File: src/rtl/aquarius_joy_pkg.sv
// Shared joystick definitions for the conditioner and its per-player channels.
package aquarius_joy_pkg;

    // One player's joystick word, active-high {Y,X,B,A,up,down,left,right}
    typedef logic [7:0] joy_t;

    localparam int unsigned JOY_RIGHT = 0;
    localparam int unsigned JOY_LEFT  = 1;
    localparam int unsigned JOY_DOWN  = 2;
    localparam int unsigned JOY_UP    = 3;
    localparam int unsigned JOY_A     = 4;
    localparam int unsigned JOY_B     = 5;
    localparam int unsigned JOY_X     = 6;
    localparam int unsigned JOY_Y     = 7;

    // Buttons A,B,X,Y are the autofire candidates by default
    localparam joy_t AF_MASK_DEFAULT = 8'hF0;

    // True when any masked (fire) bit is held
    function automatic logic any_masked(input joy_t j, input joy_t mask);
        return |(j & mask);
    endfunction

endpackage

File: src/rtl/joy_channel.sv
// One player's path: 2-flop sync, per-bit tick debounce, autofire, registered output and change pulse.
module joy_channel
    import aquarius_joy_pkg::*;
#(
    parameter int unsigned DEBOUNCE_TICKS = 4,
    parameter int unsigned AUTOFIRE_TICKS = 50,
    parameter logic [7:0]  AF_MASK        = AF_MASK_DEFAULT
) (
    input  logic       clk,
    input  logic       reset,
    input  logic       tick,
    input  logic [7:0] joy_in,
    input  logic       af_en,
    output logic [7:0] joy_out,
    output logic       chg
);

    localparam int unsigned DbW = (DEBOUNCE_TICKS > 1) ? $clog2(DEBOUNCE_TICKS) : 1;
    localparam int unsigned AfW = (AUTOFIRE_TICKS > 1) ? $clog2(AUTOFIRE_TICKS) : 1;
    localparam logic [DbW-1:0] DbLast = DbW'(DEBOUNCE_TICKS - 1);
    localparam logic [AfW-1:0] AfLast = AfW'(AUTOFIRE_TICKS - 1);

    joy_t                sync1_q, sync1_d, sync2_q, sync2_d;
    joy_t                stable_q, stable_d;
    logic [7:0][DbW-1:0] db_cnt_q, db_cnt_d;
    logic [AfW-1:0]      af_cnt_q, af_cnt_d;
    logic                af_phase_q, af_phase_d;
    joy_t                joy_out_q, joy_out_d;
    logic                chg_q, chg_d;
    logic                af_active;

    // Next-state: synchroniser, debounce, autofire and output/change registers
    always_comb begin
        sync1_d  = joy_in;
        sync2_d  = sync1_q;
        stable_d = stable_q;
        db_cnt_d = db_cnt_q;
        for (int b = 0; b < 8; b++) begin
            // Agreement clears the count even on a tick; only a continuous mismatch accumulates
            if (sync2_q[b] == stable_q[b]) begin
                db_cnt_d[b] = '0;
            end else if (tick) begin
                if (db_cnt_q[b] == DbLast) begin
                    stable_d[b] = sync2_q[b];
                    db_cnt_d[b] = '0;
                end else begin
                    db_cnt_d[b] = db_cnt_q[b] + 1'b1;
                end
            end
        end

        af_active  = af_en & any_masked(stable_q, AF_MASK);
        af_cnt_d   = af_cnt_q;
        af_phase_d = af_phase_q;
        if (!af_active) begin
            // Phase parks "on" so the first press fires at once
            af_cnt_d   = '0;
            af_phase_d = 1'b1;
        end else if (tick) begin
            if (af_cnt_q == AfLast) begin
                af_cnt_d   = '0;
                af_phase_d = ~af_phase_q;
            end else begin
                af_cnt_d = af_cnt_q + 1'b1;
            end
        end

        // af_en gates directly so dropping it restores the held buttons on the next cycle
        joy_out_d = stable_q & ((af_phase_q || !af_en) ? 8'hFF : ~AF_MASK);
        chg_d     = (joy_out_d != joy_out_q);
    end

    // State registers, cleared asynchronously
    always_ff @(posedge clk or posedge reset) begin
        if (reset) begin
            sync1_q    <= '0;
            sync2_q    <= '0;
            stable_q   <= '0;
            db_cnt_q   <= '0;
            af_cnt_q   <= '0;
            af_phase_q <= 1'b1;
            joy_out_q  <= '0;
            chg_q      <= 1'b0;
        end else begin
            sync1_q    <= sync1_d;
            sync2_q    <= sync2_d;
            stable_q   <= stable_d;
            db_cnt_q   <= db_cnt_d;
            af_cnt_q   <= af_cnt_d;
            af_phase_q <= af_phase_d;
            joy_out_q  <= joy_out_d;
            chg_q      <= chg_d;
        end
    end

    assign joy_out = joy_out_q;
    assign chg     = chg_q;

endmodule

File: src/rtl/joy_conditioner.sv
// Joystick conditioner: shared debounce/autofire tick divider feeding two independent channels.
module joy_conditioner
    import aquarius_joy_pkg::*;
#(
    parameter int unsigned TICK_DIV       = 3580,
    parameter int unsigned DEBOUNCE_TICKS = 4,
    parameter int unsigned AUTOFIRE_TICKS = 50,
    parameter logic [7:0]  AF_MASK        = AF_MASK_DEFAULT
) (
    input  logic       clk,
    input  logic       reset,
    input  logic [7:0] joy0_in,
    input  logic [7:0] joy1_in,
    input  logic [1:0] autofire_en,
    output logic [7:0] joy0_out,
    output logic [7:0] joy1_out,
    output logic       joy0_chg,
    output logic       joy1_chg
);

    localparam int unsigned TickW = (TICK_DIV > 1) ? $clog2(TICK_DIV) : 1;
    localparam logic [TickW-1:0] TickLast = TickW'(TICK_DIV - 1);

    logic [TickW-1:0] tick_cnt_q, tick_cnt_d;
    logic             tick;

    // Free-running divider; tick marks the last count before wrap
    always_comb begin
        tick       = (tick_cnt_q == TickLast);
        tick_cnt_d = tick ? '0 : tick_cnt_q + 1'b1;
    end

    // Divider register
    always_ff @(posedge clk or posedge reset) begin
        if (reset) begin
            tick_cnt_q <= '0;
        end else begin
            tick_cnt_q <= tick_cnt_d;
        end
    end

    joy_channel #(
        .DEBOUNCE_TICKS (DEBOUNCE_TICKS),
        .AUTOFIRE_TICKS (AUTOFIRE_TICKS),
        .AF_MASK        (AF_MASK)
    ) u_chan0 (
        .clk     (clk),
        .reset   (reset),
        .tick    (tick),
        .joy_in  (joy0_in),
        .af_en   (autofire_en[0]),
        .joy_out (joy0_out),
        .chg     (joy0_chg)
    );

    joy_channel #(
        .DEBOUNCE_TICKS (DEBOUNCE_TICKS),
        .AUTOFIRE_TICKS (AUTOFIRE_TICKS),
        .AF_MASK        (AF_MASK)
    ) u_chan1 (
        .clk     (clk),
        .reset   (reset),
        .tick    (tick),
        .joy_in  (joy1_in),
        .af_en   (autofire_en[1]),
        .joy_out (joy1_out),
        .chg     (joy1_chg)
    );

endmodule

File: config.mk
export PLATFORM = sky130hd
export DESIGN_NAME = joy_conditioner
export DESIGN_NICKNAME = d
export VERILOG_FILES = /design/src/rtl/aquarius_joy_pkg.sv /design/src/rtl/joy_channel.sv /design/src/rtl/joy_conditioner.sv
export SDC_FILE = /design/constraint.sdc
export NUM_CORES = 1
export LEC_CHECK = 0
export BUFFER_PORTS_ARGS = -buffer_cell sky130_fd_sc_hd__buf_2
export CAP_MARGIN = 15
export CELL_PAD_IN_SITES_DETAIL_PLACEMENT = 1
export CELL_PAD_IN_SITES_GLOBAL_PLACEMENT = 1
export CORE_UTILIZATION = 35
export DETAILED_ROUTE_END_ITERATION = 7
export GPL_TIMING_DRIVEN = 0
export PLACE_DENSITY = 0.62
export SETUP_SLACK_MARGIN = 0.4
export SYNTH_ARGS = -nofsm -noshare
export SYNTH_HDL_FRONTEND = slang
export SYNTH_SLANG_ARGS = --single-unit
File: constraint.sdc
create_clock -name clk -period 9.67 [get_ports clk]
set_clock_uncertainty 0.1 [all_clocks]
set_input_delay 0.967 -clock clk [delete_from_list [all_inputs] [get_ports clk]]
set_output_delay 0.967 -clock clk [all_outputs]
set_load 0.02 [all_outputs]
Word level (Yosys, flattened, before mapping)
Index checks and enable logic that the tools add are counted.
- flip-flop bits (word level): 124
- input port bits: 20
- output and inout bits: 18
- logic and storage cells: 230
- add/subtract/negate cells: 19
- eq/ne operators: 41
- multiplexer cells: 63
- bitwise logic cells: 22
- reduce and logical (&&, ||, !) cells: 40
- operators by type and width (kind ; count):
    $mux 2 ; 48
    $reduce_and 3->1 ; 16
    $mux 6 ; 6
    $add 2x1->2 const B ; 16
    $eq 2x2->1 const B ; 16
    $reduce_bool 2->1 ; 16
    $not 1->1 ; 18
    $and 8x8->8 ; 2
    $eq 1x1->1 ; 16
    $mux 8 ; 2
    $ne 8x8->1 ; 2
    $add 12x1->12 const B ; 1
    $add 6x1->6 const B ; 2
    $eq 12x12->1 const B ; 1
    $eq 6x6->1 const B ; 2
    $mux 12 ; 1
    $ne 2x2->1 const B ; 4
    $reduce_or 4->1 ; 2
    $mux 1 ; 6
    $reduce_and 2->1 ; 2
    $and 1x1->1 ; 2
    $logic_not 1->1 ; 2
    $logic_or 1x1->1 ; 2

Longest topological paths before layout
Gate-level depths: netlist (run 1).
- depth in word-level cells: 5
- depth in mapped cells: 8
- depth with buffers taken out: 6

Modules after synthesis
A second synthesis (run 1) with hierarchy kept.
- cell total of the unflattened synthesis: 436
- area, all modules: 5228.8 µm²
- by module, submodules not included (module ; times used ; cells an instance ; area an instance (µm²)):
    joy_channel ; 2 ; 189 ; 2312.2
    joy_conditioner ; 1 ; 58 ; 604.3

Worst setup path before layout (run 1)
OpenSTA, ideal clock, no wires.
- path kind: register to register
- from: reg tick_cnt_q[0]
- to: reg u_chan1.af_cnt_q[2]
- setup time: 0.079 ns
- arrival: 1.979 ns
- setup slack: 7.512 ns
- stages on the path, launching flop included: 7
- period minus slack after synthesis: 2.158 ns
- cells stage by stage: dfrtp_1 -> ha_1 -> nand2_1 -> or4_4 -> buf_6 -> or4_1 -> a21oi_1
- cells in the longest elaborated chain, start to end: 2
- ends and longest elaborated chain (item ; line ; text):
    from (decl) ; joy_conditioner.sv:24 ; logic [TickW-1:0] tick_cnt_q, tick_cnt_d;
    from (signal assigned) ; joy_conditioner.sv:38 ; tick_cnt_q <= tick_cnt_d;
    $eq 12x12->1 ; joy_conditioner.sv:29 ; tick = (tick_cnt_q == TickLast);
    $ne 2x2->1 (no source line) ; n/a ;
    to (signal assigned) ; joy_channel.sv:89 ; af_cnt_q <= af_cnt_d;
    to (decl) ; joy_channel.sv:26 ; logic [AfW-1:0] af_cnt_q, af_cnt_d;
Every way passes these cells.
A chain may end at the register's enable or synchronous reset.

Final worst setup path (run 1)
- from: reg tick_cnt_q[0]
- to: reg u_chan0.db_cnt_q[5] (netlist bit)
- cells in the longest elaborated chain, start to end: 2
- ends and longest elaborated chain (item ; line ; text):
    $eq 12x12->1 ; joy_conditioner.sv:29 ;
    $reduce_bool 2->1 (no source line) ; n/a ;
    to (signal assigned) ; joy_channel.sv:88 ; db_cnt_q <= db_cnt_d;
    to (decl) ; joy_channel.sv:25 ; logic [7:0][DbW-1:0] db_cnt_q, db_cnt_d;
Every way passes these cells.

==> metrics.txt, run 1 <==
buffer levels on the longest clock path=2; post-synthesis cell type with the largest combined area=sky130_fd_sc_hd__dfrtp_1; count of yosys warnings during synthesis=0; kind of cell adding the most delay to the critical path=simple AND/OR/NAND/NOR gates; largest net degree at the start of global routing=between 80 and 90; critical path arrival=3110 ps; maximum resistive drop on vdd=0.0001059 V; TritonCTS clock tree=built; via count=approximately 3,600; top cells by area, synth=sky130_fd_sc_hd__dfrtp_1 58%, sky130_fd_sc_hd__nand2_1 5.5%, sky130_fd_sc_hd__ha_1 5.0%; global route overflow=0; placed instance area=around 5700 um^2; sum of negative setup slack=0 ps; Final Worst Setup Slack=~6800 ps; number of non-filler instances in the completed layout=roughly 710; maximum frequency from static timing analysis=347.5 MHz; flip-flop and latch count after synthesis=about 120; number of hold-slack violations in the final timing report=0; routed wire length on met2=5658 um; post-cts repair resize count=0; WL met1=5168 um; share of post-route cells with drive strength above 1=about 18%; chip height=124.4 um; global-route wire length before repair=a little under 20,000 um; source-to-sink clock delay at the later pin of the worst-skew pair=around 420 ps; Final period util=slightly below 30%; number of DRC markers after the initial detailed-route iteration=135; synthesized netlist cell count=between 400 and 500; overall routing resource usage=approximately 16%; required time worst endpoint=slightly below 10,000 ps; buffer cell driving the clock tree root=sky130_fd_sc_hd__clkbuf_16; final critical-path required period=between 2000 and 3000 ps; antenna-violating nets left=0; number of max-cap violations=0; WL met3=326 um; Power Density=~190 nW/um^2; Setup Buffers After CTS=0; detailed-routing iteration count for the pre-antenna-repair pass=4; antenna violations before repair=0; number of distinct library cells after synthesis=47; core area=14,590 um^2; sequential area share after synthesis=between 50 and 60%; Rel. slew slack=27.72%; slew at the pin closest to its max-slew limit=1075 ps; total I/O pin count=38; leakage power summed over all cells=2.956 nW; top routing layer in use=met4; class of the most critical hold timing path=reg2reg; category of the critical setup timing path=reg2reg; number of buffers created by CTS=17; count of placed standard cells including taps=approximately 700; Max Transition Viols Final=0; Clock Sink Count=about 120; number of buffers inserted for hold repair after clock tree synthesis=0; Cell Chain, Critical Path=ha_1, nand2_1, nor4_2, buf_2, buf_2, nand2_1, a21oi_1; result of the run=completed; DR vias/cell=5.079; biggest fanout along the worst timing path=10; total chip power=approximately 1.2 mW; slowest stage cell, crit path=sky130_fd_sc_hd__nor4_2; level count of the clock H-tree=4; Synth async-reset ratio=between 90% and 100%; Layout area overhead=20.14%; Post-Layout Inst Area=~6300 um^2; total DRC errors in the routed layout=0; number of global-route vias before repair=3,898; Die Span X=124.4 um; Largest stage delay, worst path=~960 ps; number of enable flip-flop cells after synthesis=0; Final nets=about 560; total detailed-routing wirelength=11,380 um; setup repair after global routing missed its margin=no; placer congestion estimate=0.7187; area of the mapped netlist=around 5200 um^2; detailed-route wire length per cell=between 15 and 20 um; initial standard-cell utilization of the core=35.94%; # rows=44; worst path buffer plus inverter count=2; setup violation total in the final timing report=0; die area=approximately 15,000 um^2; number of antenna repair diodes=0; category of the worst setup path launch point=register; number of port buffers=37; Synth Net Count=499; pre-CTS worst setup slack=6744 ps; Crit. End Element=register; Detailed Place HPWL=about 7800 um; Post-Synthesis Mean Instance Area=between 10 and 15 um^2; register clock-pin slew on the reported worst setup and hold paths=50 ps; Synth Flop Type=sky130_fd_sc_hd__dfrtp_1; Synth top area share=about three fifths
==> final timing paths <==
kind	startpoint	end	slack (ps)	depth (start not counted)
setup / recovery	tick_cnt_q[0]	u_chan0.db_cnt_q[5]	6790	7
hold / removal	u_chan1.sync1_q[6]	u_chan1.sync2_q[6]	250	0
setup reg to reg	tick_cnt_q[0]	u_chan0.db_cnt_q[5]	6790	7
hold reg to reg	u_chan1.sync1_q[6]	u_chan1.sync2_q[6]	250	0
max in group asynchronous	reset	u_chan1.af_phase_q	8260	3
min in group asynchronous	reset	u_chan0.sync2_q[2]	450	2
==> layer usage <==
metal / GRT usage [%] / vias up
li1: - / 1718
met1: 20.33 / 1844
met2: 26.65 / 40
met3: 4.381 / 19
met4: 7.016 / 0
met5: 0 / -
==> cell usage after synthesis (2+ instances only) <==
cell / number
sky130_fd_sc_hd__o41ai_1: 2
sky130_fd_sc_hd__dfstp_2: 2
sky130_fd_sc_hd__nand3_1: 9
sky130_fd_sc_hd__dfrtp_1: 122
sky130_fd_sc_hd__clkbuf_1: 8
sky130_fd_sc_hd__a21oi_1: 39
sky130_fd_sc_hd__nor2_1: 16
sky130_fd_sc_hd__mux2_2: 16
sky130_fd_sc_hd__a21o_1: 4
sky130_fd_sc_hd__o22ai_1: 2
sky130_fd_sc_hd__xnor2_1: 22
sky130_fd_sc_hd__nor4_1: 9
sky130_fd_sc_hd__nand2b_1: 2
sky130_fd_sc_hd__and4_1: 2
sky130_fd_sc_hd__or3_1: 19
sky130_fd_sc_hd__nand2_1: 77
sky130_fd_sc_hd__xor2_1: 13
sky130_fd_sc_hd__buf_2: 5
sky130_fd_sc_hd__nand3b_1: 2
sky130_fd_sc_hd__nand4_1: 7
sky130_fd_sc_hd__a22o_1: 4
sky130_fd_sc_hd__ha_1: 21
sky130_fd_sc_hd__o31ai_1: 2
sky130_fd_sc_hd__nor3_1: 4
sky130_fd_sc_hd__o21ai_0: 10
sky130_fd_sc_hd__inv_1: 7
sky130_fd_sc_hd__and3_1: 3
sky130_fd_sc_hd__o22a_1: 2
sky130_fd_sc_hd__and2_1: 9
==> cells by family after synthesis <==
group | share of synthesized area (%)
and+or+nand+nor | 15.94
DFF | 59.22
AOI/OAI and AO/OA | 8.590
xor gates and xnor gates | 5.846
buffers and inverters | 1.766
adders and majority gates | 5.011
muxes | 3.627
==> cells in the final DEF, fill, tap and decap left out, types with 2 or more instances in the layout <==
master,Yosys,routed
sky130_fd_sc_hd__bufinv_16,0,3
sky130_fd_sc_hd__a21oi_1,39,39
sky130_fd_sc_hd__nand2b_1,2,2
sky130_fd_sc_hd__and2_1,9,9
sky130_fd_sc_hd__dfrtp_1,122,122
sky130_fd_sc_hd__clkbuf_16,0,17
sky130_fd_sc_hd__o22a_1,2,2
sky130_fd_sc_hd__or3_1,19,19
sky130_fd_sc_hd__dfstp_2,2,2
sky130_fd_sc_hd__nand3_1,9,9
sky130_fd_sc_hd__buf_2,5,42
sky130_fd_sc_hd__nor3_1,4,4
sky130_fd_sc_hd__xor2_1,13,13
sky130_fd_sc_hd__xnor2_1,22,22
sky130_fd_sc_hd__a21o_1,4,4
sky130_fd_sc_hd__nand2_1,77,77
sky130_fd_sc_hd__o21ai_0,10,10
sky130_fd_sc_hd__clkbuf_8,0,3
sky130_fd_sc_hd__nand4_1,7,7
sky130_fd_sc_hd__ha_1,21,21
sky130_fd_sc_hd__clkinv_2,0,3
sky130_fd_sc_hd__o22ai_1,2,2
sky130_fd_sc_hd__inv_1,7,6
sky130_fd_sc_hd__nand3b_1,2,2
sky130_fd_sc_hd__nor4_1,9,9
sky130_fd_sc_hd__and3_1,3,3
sky130_fd_sc_hd__a22o_1,4,4
sky130_fd_sc_hd__o31ai_1,2,2
sky130_fd_sc_hd__and4_1,2,2
sky130_fd_sc_hd__nor2_1,16,16
sky130_fd_sc_hd__mux2_2,16,16
sky130_fd_sc_hd__o41ai_1,2,2
sky130_fd_sc_hd__clkbuf_1,8,13
==> power by group <==
part	leakage (nW)	internal [mW]	total [mW]	switching, mW
clock	0.291	0.424	0.644	0.219
sequential	1.64	0.526	0.530	0.00327
combinational	1.03	0.00620	0.0197	0.0135
==> final cells by class <==
type	count	area [um^2]
multi-input cells	313	2046
flip-flops and latches	124	3105
well taps	184	230.2
clock buffers	25	485.5
fillers	1544	8289
repair buffers	39	222.7
inverters	7	31.28
clock inverters	7	112.6
plain buffers	14	66.31
==> state kept, by name, summed over array words and instances, names as in the netlist, 6 cells and up <==
| name | flops |
|---|---|
| tick_cnt_q | 12 |
| u_chan0.af_cnt_q | 6 |
| u_chan0.db_cnt_q | 16 |
| u_chan0.joy_out | 8 |
| u_chan0.stable_q | 8 |
| u_chan0.sync1_q | 8 |
| u_chan0.sync2_q | 8 |
| u_chan1.af_cnt_q | 6 |
| u_chan1.db_cnt_q | 16 |
| u_chan1.joy_out | 8 |
| u_chan1.stable_q | 8 |
| u_chan1.sync1_q | 8 |
| u_chan1.sync2_q | 8 |
==> worst register-to-register path: cells and delay by family (launching register included) <==
family | cells | cell delay [ps]
simple gates | 3 | 1220
flops | 1 | 400
buf+inv | 2 | 690
compound gates | 1 | 150
fa+ha+maj | 1 | 240
==> stage by stage <==
stage	utilization [%]	hold WS [ps]
final	43.18	245.6
after global routing	43.18	261.1
after CTS	43.18	248.4
after detailed placement	39.08	236.3
after global placement	38.79	231.7
after floorplan	-	231.2
No activity file was read; power rests on OpenSTA's default activity.
==> run 2, diff against run 1 <==
Clock period 9.67 ns to 2.9 ns, I/O delays scaled along.
==> run 2 against run 1 <==
Count of clock-buffer cells in the layout shrank 3. Via count grew 4.0%. Worst setup slack lost 6300 ps. Sequential power grew to 3.3 times the previous value. Fmax grew 20%. Clock power grew to 3.2 times the previous value. Sequential cell count is the same. Die area is the same. Wire length grew 5.0%. Power grew to 3.3 times the previous value. Cell count grew 2.9%. Critical path type unchanged. Largest cell class unchanged. Largest power group unchanged.
==> metrics.txt, run 2 (synthesis results as in run 1) <==
maximum frequency from static timing analysis=about 420 MHz; required time worst endpoint=3050 ps; number of non-filler instances in the completed layout=734; number of DRC markers after the initial detailed-route iteration=between 100 and 150; final critical-path required period=between 2000 and 2500 ps; Clock Sink Count=around 120; setup violation total in the final timing report=0; count of placed standard cells including taps=682; via count=3,767; Cell Chain, Critical Path=ha_1, nand2_2, or4_4, buf_6, buf_2, clkbuf_2, nand2_1, a21oi_1; biggest fanout along the worst timing path=10; global-route wire length before repair=roughly 21,000 um; maximum resistive drop on vdd=0.0004049 V; total detailed-routing wirelength=11,950 um; Power Density=604.1 nW/um^2; DR vias/cell=between 5 and 6; number of port buffers=37; initial standard-cell utilization of the core=between 30 and 40%; number of antenna repair diodes=0; Post-Layout Inst Area=between 6000 and 7000 um^2; Largest stage delay, worst path=570 ps; Rel. slew slack=between 30% and 40%; Final period util=82.41%; Layout area overhead=24.62%; leakage power summed over all cells=around 3.1 nW; overall routing resource usage=between 15 and 20%; global route overflow=0; critical path arrival=about 2500 ps; detailed-routing iteration count for the pre-antenna-repair pass=4; pre-CTS worst setup slack=-29.57 ps; most common cell after layout, fill and taps aside=sky130_fd_sc_hd__dfrtp_1; category of the critical setup timing path=reg2reg; result of the run=completed; total I/O pin count=38; largest net degree at the start of global routing=40; detailed-route wire length per cell=16.28 um; number of hold-slack violations in the final timing report=0; TritonCTS clock tree=built; share of post-route cells with drive strength above 1=19.64%; placed instance area=5738 um^2; leading cell types in the layout, fill and taps excluded=122 x sky130_fd_sc_hd__dfrtp_1, 76 x sky130_fd_sc_hd__nand2_1, 43 x sky130_fd_sc_hd__buf_2; core area=14,590 um^2; number of buffers created by CTS=17; register clock-pin slew on the reported worst setup and hold paths=roughly 50 ps; antenna-violating nets left=0; Detailed Place HPWL=8059 um; setup repair after global routing missed its margin=no; die area=15,480 um^2; # rows=44; class of the most critical hold timing path=in2reg; kind of cell adding the most delay to the critical path=simple AND/OR/NAND/NOR gates; number of global-route vias before repair=~4,300; chip height=approximately 120 um; total DRC errors in the routed layout=0; Final nets=578; Final Worst Setup Slack=between 500 and 600 ps; antenna violations before repair=0; biggest registers after layout=u_chan0.db_cnt_q x16, u_chan1.db_cnt_q x16, tick_cnt_q x12; Max Transition Viols Final=0; slew at the pin closest to its max-slew limit=between 800 and 900 ps; buffer cell driving the clock tree root=sky130_fd_sc_hd__clkbuf_16; level count of the clock H-tree=4; slowest stage cell, crit path=sky130_fd_sc_hd__or4_4; buffer levels on the longest clock path=2; source-to-sink clock delay at the later pin of the worst-skew pair=roughly 420 ps; placer congestion estimate=a little over 0.7; Die Span X=between 100 and 150 um; Crit. End Element=register; category of the worst setup path launch point=register; number of max-cap violations=0; worst path buffer plus inverter count=3
## run 2: cell count changes in the layout (fill, tap and decap cells not counted), sizes merged
cell	delta
inv	-1
clkdlybuf4s18	-1
bufinv	-1
clkinv	+2
buf	+6
clkinvlp	+3
dlygate4sd3	+17
clkbuf	-4
## run 2: worst paths after layout
kind,endpoint,slack (ps),start,cells past startpoint
worst max register to register,u_chan1.af_cnt_q[1],510,tick_cnt_q[0],8
min in group asynchronous,u_chan0.stable_q[1],450,reset,3
worst min-delay path,u_chan1.af_cnt_q[1],180,autofire_en[1],3
max in group asynchronous,u_chan1.db_cnt_q[9],1380,reset,5
worst max-delay path,u_chan1.af_cnt_q[1],510,tick_cnt_q[0],8
worst min register to register,u_chan1.sync2_q[3],250,u_chan1.sync1_q[3],0
## run 2: worst min-delay path: stages
cell and delay (ps):
sky130_fd_sc_hd__buf_2 130, sky130_fd_sc_hd__o41ai_2 160, sky130_fd_sc_hd__a21oi_1 60
## run 2: cell type report
class	count	area [um^2]
clock inverters	10	115.1
repair buffers	60	445.4
multi-input cells	313	2064
clock buffers	22	474.2
inverters	7	30.03
plain buffers	14	70.07
flip-flops and latches	124	3105
well taps	184	230.2
fillers	1571	8054
## run 2: layer usage
metal | GRT usage [%] | part of all wire, %
met4 | 7.654 | 2.4
met2 | 29.18 | 51
met3 | 4.467 | 2.9
met5 | 0 | 0
met1 | 21.48 | 44
## run 2: metrics by stage
step / setup TNS [ps] / utilization [%] / hold WS [ps] / total power, mW
after floorplan: 0 / - / 221.4 / 1.830
after global placement: 0 / 38.82 / 233.2 / 1.857
after detailed placement: -99.18 / 39.33 / 236.3 / 1.872
after CTS: 0 / 44.78 / 165.8 / 4.009
after global routing: 0 / 44.79 / 196.7 / 4.085
final: 0 / 44.79 / 175.2 / 3.948
## run 2: where the power goes
| part | internal (mW) | switching (mW) |
|---|---|---|
| logic | 0.0409 | 0.0490 |
| clock network | 1.33 | 0.763 |
| registers | 1.75 | 0.0112 |
| total | 3.12 | 0.823 |
## run 2: repair_timing
item / 4_1_cts / 5_1_grt
gates resized for setup: 4 / 2
gates cloned: 0 / 0
endpoints found under the hold margin: 43 / 0
hold buffers: 17 / 0
buffers inserted: 3 / 0
pin swaps: 1 / 0
endpoints found under the setup margin: 45 / 35
==> run 3, diff against run 2 <==
Settings changed: PLACE_DENSITY 0.62 to 0.65.
Clock period 2.9 ns to 2 ns, I/O delays scaled along.
==> run 3 against run 2 <==
The flow now finishes with violations (setup timing). Critical endpoint is now u_chan1.db_cnt_q[14]. First-iteration DRC count rose by 66%. Non-clock buffer count increased by 33. Utilization is 6.9 points higher. Global-route usage grew 0.61 points. Die area unchanged. Sequential share of layout area down 6.3 points. Worst setup slack worse by 720 ps. Sequential power is 45% higher. Via count up 5.6%. Largest cell class unchanged. Cell count rose by 4.5%.
==> metrics.txt, run 3 (synthesis results as in run 1) <==
result of the run=finished with violations; failing checks=setup timing; Rel. slew slack=around three fifths; number of non-filler instances in the completed layout=between 700 and 800; number of global-route vias before repair=roughly 4,400; met3 track demand over resource=between 4 and 5%; worst path buffer plus inverter count=2; global-route wire length before repair=~22,000 um; fraction of power spent switching nets=a little over a fifth; leakage power summed over all cells=around 3.6 nW; share of power burned in combinational logic=under 10%; sum of negative setup slack=-3932 ps; buffer cell driving the clock tree root=sky130_fd_sc_hd__clkbuf_16; overall routing resource usage=18.16%; total I/O pin count=38; critical path arrival=2440 ps; antenna-violating nets left=0; required time worst endpoint=2230 ps; TritonCTS clock tree=built; Largest stage delay, worst path=approximately 560 ps; register clock-pin slew on the reported worst setup and hold paths=approximately 50 ps; biggest fanout along the worst timing path=6; chip height=124.4 um; core area=between 10,000 and 15,000 um^2; kind of cell adding the most delay to the critical path=simple AND/OR/NAND/NOR gates; Clock Sink Count=about 120; most common cell after layout, fill and taps aside=sky130_fd_sc_hd__dfrtp_1; placed instance area=between 5000 and 6000 um^2; routing usage on met2=approximately a third; initial standard-cell utilization of the core=35.94%; number of DRC markers after the initial detailed-route iteration=roughly 210; Post-Layout Inst Area=around 7500 um^2; total chip power=roughly 5.8 mW; Die Span X=124.4 um; total DRC errors in the routed layout=0; number of max-cap violations=0; detailed-routing iteration count for the pre-antenna-repair pass=4; DR vias/cell=between 5 and 6; Final nets=between 600 and 700; buffer levels on the longest clock path=2; maximum frequency from static timing analysis=between 400 and 500 MHz; source-to-sink clock delay at the later pin of the worst-skew pair=420 ps; final critical-path required period=about 2200 ps; part of the total power dissipated in the clock network=a little over half; setup violation total in the final timing report=57; number of buffers created by CTS=17; slowest stage cell, crit path=sky130_fd_sc_hd__or4_4; detailed-route wire length per cell=between 15 and 20 um; share of post-route cells with drive strength above 1=between 30% and 40%; slew at the pin closest to its max-slew limit=approximately 600 ps; category of the worst setup path launch point=register; Psw=between 1 and 1.5 mW; # rows=44; number of antenna repair diodes=0; Crit. End Element=register; count of placed standard cells including taps=around 680; setup repair after global routing missed its margin=yes; met1 track demand over resource in global routing=a little over a fifth; final standard cell utilization of the core=around half; category of the critical setup timing path=reg2reg; largest net degree at the start of global routing=43; placer congestion estimate=slightly above 0.7; number of port buffers=37; proportion of power drawn by flip-flops and latches=about 44%; Top Usage Layer GRT=met2; Final period util=110.6%; Power Density=a little under 800 nW/um^2; number of hold-slack violations in the final timing report=0; global route overflow=0; Cell Chain, Critical Path=nand4bb_4, or4_4, buf_8, buf_4, or3_1, a21oi_1; biggest registers after layout=u_chan0.db_cnt_q x16, u_chan1.db_cnt_q x16, tick_cnt_q x12; via count=3,977; leading cell types in the layout, fill and taps excluded=120 x sky130_fd_sc_hd__dfrtp_1, 45 x sky130_fd_sc_hd__nand2_1, 38 x sky130_fd_sc_hd__buf_2; class of the most critical hold timing path=in2reg; Detailed Place HPWL=between 7000 and 8000 um; antenna violations before repair=0; internal power=roughly 4.6 mW; Max Transition Viols Final=0; die area=15,480 um^2; maximum resistive drop on vdd=0.0005366 V; Final Worst Setup Slack=-211.1 ps; level count of the clock H-tree=4; Layout area overhead=43.76%; total detailed-routing wirelength=~14,000 um
run 3: cell count changes in the layout (fill, tap and decap cells not counted), moves of 11 or more:
cell and delta:
sky130_fd_sc_hd__nand2_2 +11, sky130_fd_sc_hd__nand2_4 +20, sky130_fd_sc_hd__a21oi_1 -25, sky130_fd_sc_hd__nand2_1 -31, sky130_fd_sc_hd__buf_4 +14, sky130_fd_sc_hd__a21oi_2 +25
run 3: repair_timing:
action	in CTS	in global routing
hold endpoints to repair	101	0
resized for setup	50	107
pin swaps	22	35
hold buffers	18	0
setup buffers	18	9
gates cloned	6	1
endpoints found under the setup margin	69	76
run 3: metal layers:
layer  routed length [um]  vias up
li1                     -     1824
met1                 5838     2048
met2                 7825       70
met3                  350       35
met4                  400        0
met5                    0        -
run 3: layout make-up:
class / instances / area (um^2)
plain buffers: 14 / 202.7
clock buffers: 22 / 484.2
clock inverters: 10 / 113.9
fillers: 1455 / 7051
inverters: 7 / 30.03
multi-input cells: 313 / 2514
flip-flops and latches: 124 / 3108
well taps: 184 / 230.2
repair buffers: 93 / 855.8
run 3: worst register-to-register path: stages, from the launching register on:
cell and delay [ps]:
sky130_fd_sc_hd__dfrtp_2 400, sky130_fd_sc_hd__nand4bb_4 240, sky130_fd_sc_hd__or4_4 560, sky130_fd_sc_hd__buf_8 170, sky130_fd_sc_hd__buf_4 140, sky130_fd_sc_hd__or3_1 340, sky130_fd_sc_hd__a21oi_1 170
run 3: final timing paths:
path                            slack (ps)               start  cells after the start              endpoint
worst max-delay path                  -210       tick_cnt_q[2]                      6  u_chan1.db_cnt_q[14]
worst min-delay path                   110      autofire_en[0]                      4   u_chan0.af_cnt_q[1]
worst max register to register        -210       tick_cnt_q[2]                      6  u_chan1.db_cnt_q[14]
worst min register to register         250  u_chan1.sync1_q[3]                      0    u_chan1.sync2_q[3]
max in group asynchronous              910               reset                      5    u_chan1.af_phase_q
min in group asynchronous              130               reset                      3    u_chan0.joy_out[1]
run 3: stage by stage:
step / hold WS, ps / worst slack [ps]
3_5_place_dp: 1.347 / -829.4
3_3_place_gp: 207.6 / -736.9
6_report: 114.4 / -211.1
4_1_cts: 106.6 / -147.7
2_1_floorplan: 131.4 / -83.83
5_1_grt: 129.0 / -248.9
run 3: power by group through the flow:
| stage | combinational, mW | sequential (mW) | clock [mW] |
|---|---|---|---|
| floorplan | 0.0543 | 2.60 | 0 |
| global placement | 0.0899 | 2.60 | 0 |
| detailed placement | 0.109 | 2.60 | 0 |
| CTS | 0.137 | 2.56 | 3.13 |
| global route | 0.155 | 2.56 | 3.25 |
| finish | 0.138 | 2.56 | 3.09 |
